File: src/rtl/imem_fetch_queue_if.sv
// Fetch-queue bus: memory program port, redirect, and instruction output.
// slave = fetch queue side, master = core/loader side.
interface imem_fetch_queue_if #(
  parameter int AW = 8
);
  logic          wr_en;
  logic [AW-1:0] wr_addr;
  logic [7:0]    wr_data;
  logic          redirect_valid;
  logic [63:0]   redirect_pc;
  logic          out_valid;
  logic          out_ready;
  logic [31:0]   out_instr;
  logic [63:0]   out_pc;
  logic          out_fault;

  modport master (
    output wr_en, wr_addr, wr_data,
    output redirect_valid, redirect_pc,
    output out_ready,
    input  out_valid, out_instr, out_pc, out_fault
  );

  modport slave (
    input  wr_en, wr_addr, wr_data,
    input  redirect_valid, redirect_pc,
    input  out_ready,
    output out_valid, out_instr, out_pc, out_fault
  );
endinterface

File: src/rtl/imem_fetch_queue.sv
// Byte-programmable instruction memory with a two-edge fetch pipeline
// feeding an FQ_DEPTH-entry queue. Ports: clk, reset, bus (slave).
module imem_fetch_queue #(
  parameter int          MEM_BYTES = 256,
  parameter int          FQ_DEPTH  = 4,
  parameter logic [63:0] RESET_PC  = 64'h0
) (
  input  logic             clk,
  input  logic             reset,
  imem_fetch_queue_if.slave bus
);

  localparam int AW = $clog2(MEM_BYTES);
  localparam int PW = $clog2(FQ_DEPTH);
  localparam int CW = PW + 1;
  localparam logic [63:0] LAST_PC = 64'(MEM_BYTES - 4);
  localparam logic [CW:0] DEPTH_V = (CW+1)'(FQ_DEPTH);

  typedef enum logic {
    S_RUN,
    S_HALT
  } state_t;

  state_t state_q;
  state_t state_d;

  logic [7:0]    mem [MEM_BYTES];
  logic [63:0]   fetch_pc;

  logic          if_valid;
  logic          if_fault;
  logic [63:0]   if_pc;
  logic [31:0]   if_instr;

  logic [31:0]   q_instr [FQ_DEPTH];
  logic [63:0]   q_pc    [FQ_DEPTH];
  logic          q_fault [FQ_DEPTH];
  logic [PW-1:0] head;
  logic [PW-1:0] tail;
  logic [CW-1:0] count;

  logic          redirect;
  logic          live;
  logic          head_valid;
  logic [CW:0]   occ;
  logic          issue;
  logic          iss_fault;
  logic          push;
  logic          pop;
  logic [AW-1:0] a0, a1, a2, a3;

  assign redirect   = bus.redirect_valid;
  assign live       = !reset && !redirect;
  assign head_valid = (count != '0);

  // Entries already in the queue plus the one in the read stage.
  assign occ = {1'b0, count} + {{CW{1'b0}}, if_valid};

  assign iss_fault = (fetch_pc[1:0] != 2'b00) ||
                     (fetch_pc > LAST_PC);
  assign issue = live && (state_q == S_RUN) &&
                 (occ < DEPTH_V);
  assign push  = live && if_valid;
  assign pop   = live && head_valid && bus.out_ready;

  assign a0 = {fetch_pc[AW-1:2], 2'd0};
  assign a1 = {fetch_pc[AW-1:2], 2'd1};
  assign a2 = {fetch_pc[AW-1:2], 2'd2};
  assign a3 = {fetch_pc[AW-1:2], 2'd3};

  // Memory and registered read; the read sees the pre-write byte.
  always_ff @(posedge clk) begin
    if (bus.wr_en && !reset)
      mem[bus.wr_addr] <= bus.wr_data;
    if (issue)
      if_instr <= iss_fault ? 32'h0 :
                  {mem[a0], mem[a1], mem[a2], mem[a3]};
  end

  always_comb begin
    state_d = state_q;
    if (redirect)
      state_d = S_RUN;
    else if (issue && iss_fault)
      state_d = S_HALT;
  end

  always_ff @(posedge clk) begin
    if (reset)
      state_q <= S_RUN;
    else
      state_q <= state_d;
  end

  always_ff @(posedge clk) begin
    if (reset) begin
      fetch_pc <= RESET_PC;
      if_valid <= 1'b0;
      if_pc    <= '0;
      if_fault <= 1'b0;
      head     <= '0;
      tail     <= '0;
      count    <= '0;
    end else if (redirect) begin
      fetch_pc <= bus.redirect_pc;
      if_valid <= 1'b0;
      head     <= '0;
      tail     <= '0;
      count    <= '0;
    end else begin
      if_valid <= issue;
      if (issue) begin
        if_pc    <= fetch_pc;
        if_fault <= iss_fault;
        fetch_pc <= fetch_pc + 64'd4;
      end
      if (push)
        tail <= tail + PW'(1);
      if (pop)
        head <= head + PW'(1);
      case ({push, pop})
        2'b10:   count <= count + CW'(1);
        2'b01:   count <= count - CW'(1);
        default: count <= count;
      endcase
    end
  end

  // Issue is throttled by occ, so a push never lands on a live slot.
  always_ff @(posedge clk) begin
    if (push) begin
      q_instr[tail] <= if_instr;
      q_pc[tail]    <= if_pc;
      q_fault[tail] <= if_fault;
    end
  end

  assign bus.out_valid = head_valid;
  assign bus.out_instr = head_valid ? q_instr[head] : 32'h0;
  assign bus.out_pc    = head_valid ? q_pc[head]    : 64'h0;
  assign bus.out_fault = head_valid ? q_fault[head] : 1'b0;

endmodule
File: src/flat_wrapper.sv
// flat-port wrapper written by rule: the top's interface ports become plain ports
module imem_fetch_queue_flat 
#(
  parameter int          MEM_BYTES = 256,
  parameter int          FQ_DEPTH  = 4,
  parameter logic [63:0] RESET_PC  = 64'h0
)
  (clk, reset, bus_wr_en, bus_wr_addr, bus_wr_data, bus_redirect_valid, bus_redirect_pc, bus_out_ready, bus_out_valid, bus_out_instr, bus_out_pc, bus_out_fault);
  imem_fetch_queue_if bus_i ();
  input  logic clk;
  input  logic reset;
  input wire logic [$bits(bus_i.wr_en)-1:0] bus_wr_en;
  input wire logic [$bits(bus_i.wr_addr)-1:0] bus_wr_addr;
  input wire logic [$bits(bus_i.wr_data)-1:0] bus_wr_data;
  input wire logic [$bits(bus_i.redirect_valid)-1:0] bus_redirect_valid;
  input wire logic [$bits(bus_i.redirect_pc)-1:0] bus_redirect_pc;
  input wire logic [$bits(bus_i.out_ready)-1:0] bus_out_ready;
  output wire logic [$bits(bus_i.out_valid)-1:0] bus_out_valid;
  output wire logic [$bits(bus_i.out_instr)-1:0] bus_out_instr;
  output wire logic [$bits(bus_i.out_pc)-1:0] bus_out_pc;
  output wire logic [$bits(bus_i.out_fault)-1:0] bus_out_fault;
  assign bus_i.wr_en = bus_wr_en;
  assign bus_i.wr_addr = bus_wr_addr;
  assign bus_i.wr_data = bus_wr_data;
  assign bus_i.redirect_valid = bus_redirect_valid;
  assign bus_i.redirect_pc = bus_redirect_pc;
  assign bus_i.out_ready = bus_out_ready;
  assign bus_out_valid = bus_i.out_valid;
  assign bus_out_instr = bus_i.out_instr;
  assign bus_out_pc = bus_i.out_pc;
  assign bus_out_fault = bus_i.out_fault;
  imem_fetch_queue #(.MEM_BYTES(MEM_BYTES), .FQ_DEPTH(FQ_DEPTH), .RESET_PC(RESET_PC)) u_core (.clk(clk), .reset(reset), .bus(bus_i));
endmodule
File: config.mk
export PLATFORM = sky130hd
export DESIGN_NAME = imem_fetch_queue_flat
export DESIGN_NICKNAME = d
export VERILOG_FILES = /design/src/rtl/imem_fetch_queue_if.sv /design/src/rtl/imem_fetch_queue.sv /design/src/flat_wrapper.sv
export SDC_FILE = /design/constraint.sdc
export NUM_CORES = 2
export LEC_CHECK = 0
export CAP_MARGIN = 20
export CORE_MARGIN = 3
export CORE_UTILIZATION = 60
export CTS_CLUSTER_DIAMETER = 60
export DETAILED_ROUTE_END_ITERATION = 16
export PLACE_DENSITY_LB_ADDON = 0.1
export REMOVE_ABC_BUFFERS = 1
export SYNTH_ARGS = -nofsm -noshare
export SYNTH_HDL_FRONTEND = slang
export SYNTH_SLANG_ARGS = --single-unit
File: constraint.sdc
create_clock -name clk -period 13.4 [get_ports clk]
set_clock_uncertainty 0.1 [all_clocks]
set_input_delay 3.35 -clock clk [delete_from_list [all_inputs] [get_ports clk]]
set_output_delay 3.35 -clock clk [all_outputs]
set_load 0.01 [all_outputs]
After elaboration in Yosys (flattened, before gate mapping)
Memories as Yosys holds them, arrays and structs flattened. A register that Yosys moved wholly into a read port is not among the register bits. Cells that the tools add are included.

Add/sub/neg operators: 6. Magnitude comparators: 2. Equality and inequality tests: 2. Muxes and demuxes: 16. Bitwise operators: 2. Reductions and logical operators: 17.

Operators with widths (count): $mux 64 (3); $add 64x3->64 const B (1); $gt 64x8->1 const B (1); $mux 32 (1); $mux 2 (6); $logic_and 1x1->1 (8); $pmux 3 s2 (1); $reduce_bool 2->1 (3); $mux 1 (5); $add 2x1->2 const B (2); $add 3x1->4 (1); $lt 4x3->1 const B (1); $add 3x1->3 const B (1); $reduce_bool 3->1 (1); $sub 3x1->3 const B (1); $eq 2x1->1 const B (1); $eq 2x2->1 const B (1); $logic_not 1->1 (2); $not 1->1 (2); $reduce_and 2->1 (1); $reduce_or 2->1 (1); $logic_or 1x1->1 (1).

Bits in registers: 138. Memory bits (writable): 2436. Input bits: 85. Output and inout bits: 98. Logic and storage cells: 57. Memories: 4.

Memory list: u_core.mem (words 256, bits a word 8, rd ports 4, clocked after memory_dff 4, write ports 1, RTL line imem_fetch_queue.sv:27) `logic [7:0] mem [MEM_BYTES];`; u_core.q_pc (words 4, bits a word 64, rd ports 1, clocked after memory_dff 1, write ports 1, RTL line imem_fetch_queue.sv:36) `logic [63:0] q_pc [FQ_DEPTH];`; u_core.q_instr (words 4, bits a word 32, rd ports 1, clocked after memory_dff 1, write ports 1, RTL line imem_fetch_queue.sv:35) `logic [31:0] q_instr [FQ_DEPTH];`; u_core.q_fault (words 4, bits a word 1, rd ports 1, clocked after memory_dff 1, write ports 1, RTL line imem_fetch_queue.sv:37) `logic q_fault [FQ_DEPTH];`.

Logic depth before layout (Yosys ltp)
Word-level depth: 6. Mapped depth: 11. Mapped depth without buffers: 8.

Worst setup path before layout
Ideal clock, no wire load.

Kind: in2reg. Start point: input port reset. End point: memory u_core.q_fault[0], enable pin. Arrival: 6048 ps. Path slack: 6785 ps. Cell stages on the path: 3. Path through: clkbuf_1 > nor2_1 > and3_1.

Word-level cells in the longest chain between the ends: 5.

RTL lines: start, declared (RTL line flat_wrapper.sv:11) `input logic reset;`; $logic_not 1->1 (RTL line imem_fetch_queue.sv:53) `assign live = !reset && !redirect;`; $logic_and 1x1->1 (RTL line imem_fetch_queue.sv:53); $logic_and 1x1->1 (RTL line imem_fetch_queue.sv:63) `assign push = live && if_valid;`; $mux 1 (RTL line imem_fetch_queue.sv:131) `if (push) begin`; $mux 1 (not written as such) (RTL line imem_fetch_queue.sv:134) `q_fault[tail] <= if_fault;`; end, declared (RTL line imem_fetch_queue.sv:37).

No other way between the ends.

==> flow_metrics.py <==
metrics = {
    "status": {
        "status": "finished clean",
    },
    "finish": {
        "num-nets-final": 5445,
        "stdcell_area_mm2": 0.113,
        "fin_util": 0.684,
        "syn_to_final_growth_pct": 12.8,
        "mostFrequentLayoutCell": "edfxtp_1",
        "final_cell_mix": "edfxtp_1 (2468), mux4_2 (609), nand2_1 (362)",
        "drive_gt1_frac": 0.199,
    },
    "setup_path": {
        "cp-end-kind": "output port",
        "arrival_ns": 4.53,
        "max_stage_delay_ns": 0.98,
        "path_common_cell": "buf_4",
        "cp_cell_sequence": "buf_4, buf_4, mux4_2, and2_1, clkdlybuf4s50_1",
        "cp_max_fo": 43,
        "cp.required_ns": 9.95,
        "criticalPathCategory": "flip-flop to output port",
        "cp_num_buf_inv": 3,
        "slowest_stage": "dfxtp_4",
        "critical_path.top_delay_family": "buffers and inverters",
        "cp-start-kind": "flip-flop",
    },
    "logic_synthesis": {
        "synthTopCellsByArea": "edfxtp_1 (74%), mux4_2 (14%), dfxtp_1 (2.8%)",
        "seq_area_frac_synth": 0.765,
        "synth_edf_count": 2468,
        "synth_seq_cells": 2608,
        "synth_top_family_by_area": "multiplexers",
        "synth_fa_ha_area_frac": 0.000946,
        "synthXorXnorAreaFrac": 0.00279,
        "synth_area_per_cell_um2": 19.6,
        "synth-main-ff-cell": "edfxtp_1",
        "synthSimpleGateAreaFrac": 0.0449,
        "netlist_instances": 5126,
        "synthMuxAreaShare": 0.138,
        "synthArstFlopShare": 0,
        "synth_cell_types": 60,
        "synth_compound_area_frac": 0.0348,
        "yosys_warnings": 0,
        "netlist.area_leader.share": 0.738,
        "synth_area_mm2": 0.100,
        "yosysTopAreaCell": "edfxtp_1",
    },
    "grt": {
        "grt_overflow_total": 0,
        "grt_max_degree": 139,
        "grtUsageTotal": 0.278,
        "grt_pass1_vias": 51300,
        "antenna_found_initial": 3,
        "grt_first_pass_wirelength_um": 352000,
    },
    "clocking": {
        "cts_hold_buf": 0,
        "cts_buffer_depth": 4,
        "clkTransAtPathRegs_ns": 0.06,
        "numCtsBuffers": 279,
        "cts_tree": "built",
        "postCtsSetupBuffers": 0,
        "htreeDepth": 5,
        "cts.sinks": 2608,
        "clock_latency_ns": 0.91,
        "root_buffer": "clkbuf_16",
        "cts_resized": 0,
    },
    "detailed_routing": {
        "wirelength_um": 238000,
        "drc_errors": 0,
        "ant_nets": 0,
        "avgRoutedWirePerCell_um": 30.7,
        "drt_iter0_drc": 6619,
        "vias": 51000,
        "drtPass1Iterations": 8,
        "viasPerCell": 6.60,
    },
    "timing": {
        "fmax_mhz": 125,
        "hold_viol_final": 0,
        "rsz0062_at_grt": "false",
        "slew_viol_final": 0,
        "period_minus_slack_ns": 7.98,
        "worst_pin_slew_ns": 1.19,
        "finalSetupViolCount": 0,
        "fin_crit_sh": 0.596,
        "max_slew_margin": 0.208,
        "fin_ws_ns": 5.42,
    },
    "floorplan": {
        "rows": 149,
        "core_area_mm2": 0.166,
        "die_y_um": 415,
        "dieArea_mm2": 0.172,
        "die_w_um": 415,
        "initial_core_util": 0.606,
        "num_io_pins": 183,
    },
    "placed_design": {
        "placed_cell_area_mm2": 0.105,
        "dp_hpwl_um": 139000,
        "place_congestion": 0.878,
        "port_buffers": 182,
        "place_ws_ns": 5.99,
    },
    "power": {
        "powerDensity_mw_per_mm2": 151,
        "vdd_drop_max_uv": 147,
        "p_leak_nw": 34.8,
    },
    "run": {
        "cap_viol_max_count": 0,
    },
    "worst_hold_path": {
        "min_path_type": "flip-flop to flip-flop",
    },
}
==> report_power, final <==
| part | internal [mW] | total [mW] | switching, mW |
|---|---|---|---|
| clock | 4.37 | 7.36 | 2.99 |
| sequential | 8.93 | 8.99 | 0.0509 |
| combinational | 0.308 | 0.807 | 0.498 |
| total | 13.6 | 17.1 | 3.54 |
==> final timing paths <==
path	from	slack, ns	to	cells past startpoint
setup / recovery	flip-flop	5.42	bus_out_pc[12]	5
setup reg to reg	u_core.fetch_pc[4]$_SDFFE_PP0N_	8.48	u_core.if_instr[18]$_SDFFCE_PP0P_	8
hold / removal	u_core.if_instr[22]$_SDFFCE_PP0P_	0.39	u_core.q_instr[3][22]$_DFFE_PP_	0
hold reg to reg	u_core.if_instr[22]$_SDFFCE_PP0P_	0.39	u_core.q_instr[3][22]$_DFFE_PP_	0
==> registers in the layout, indices dropped and copies added (netlist names), named ones only <==
name and cells:
u_core.state_q 1, u_core.fetch_pc 64, u_core.head 2, u_core.if_pc 64
u_core.tail 2, u_core.q_pc 256, u_core.count 3, u_core.if_valid 1
u_core.q_instr 128, u_core.q_fault 4, u_core.if_instr 32, u_core.mem 2048
u_core.if_fault 1
==> metal layers <==
layer / GRT usage / wire [um] / up-vias
met5: 0 / 0 / -
met4: 0.0803 / 6520 / 0
met3: 0.0508 / 20200 / 382
met2: 0.430 / 114000 / 2656
met1: 0.416 / 97100 / 26600
li1: - / - / 21400
==> cells by family after synthesis <==
| logic type | after synthesis |
|---|---|
| AO/OA/AOI/OAI | 516 |
| XOR/XNOR | 32 |
| adder cells (fa/ha/maj) | 7 |
| buffers and inverters | 343 |
| flip-flops | 2608 |
| multiplexers | 622 |
| AND/OR/NAND/NOR | 998 |
==> cell usage after synthesis (11+ instances only) <==
cell,instances
nand3_1,46
mux4_2,609
inv_1,17
nor3_1,29
nor4_1,26
o22ai_1,27
buf_2,11
nor2_1,318
nand2_1,362
a31oi_1,11
dfxtp_1,140
edfxtp_1,2468
and2_1,103
xnor2_1,23
and3_1,35
nand4_1,23
nor2b_1,12
o21ai_0,18
buf_1,75
a21oi_1,127
clkbuf_1,235
a22oi_1,303
==> cell type report <==
type	instances	area [um^2]
flip-flops and latches	2608	76900
fillers	10400	52400
multi-input cells	2175	22300
clock buffers	343	7400
well taps	2189	2740
repair buffers	271	2610
clock inverters	126	1210
inverters	18	72.6
diodes	2	5.00
==> through the flow <==
step           TNS [ns]  instances  power, mW  hold WS [ns]
5_1_grt               0       7731       17.7         0.418
2_1_floorplan   -512.50       4801       9.87         0.338
4_1_cts               0       7726       17.3         0.399
3_5_place_dp          0       7257       9.96         0.384
6_report              0       7732       17.1         0.394
3_3_place_gp          0       7256       9.95         0.354
Note: power is estimated with default switching activity, not from simulation.
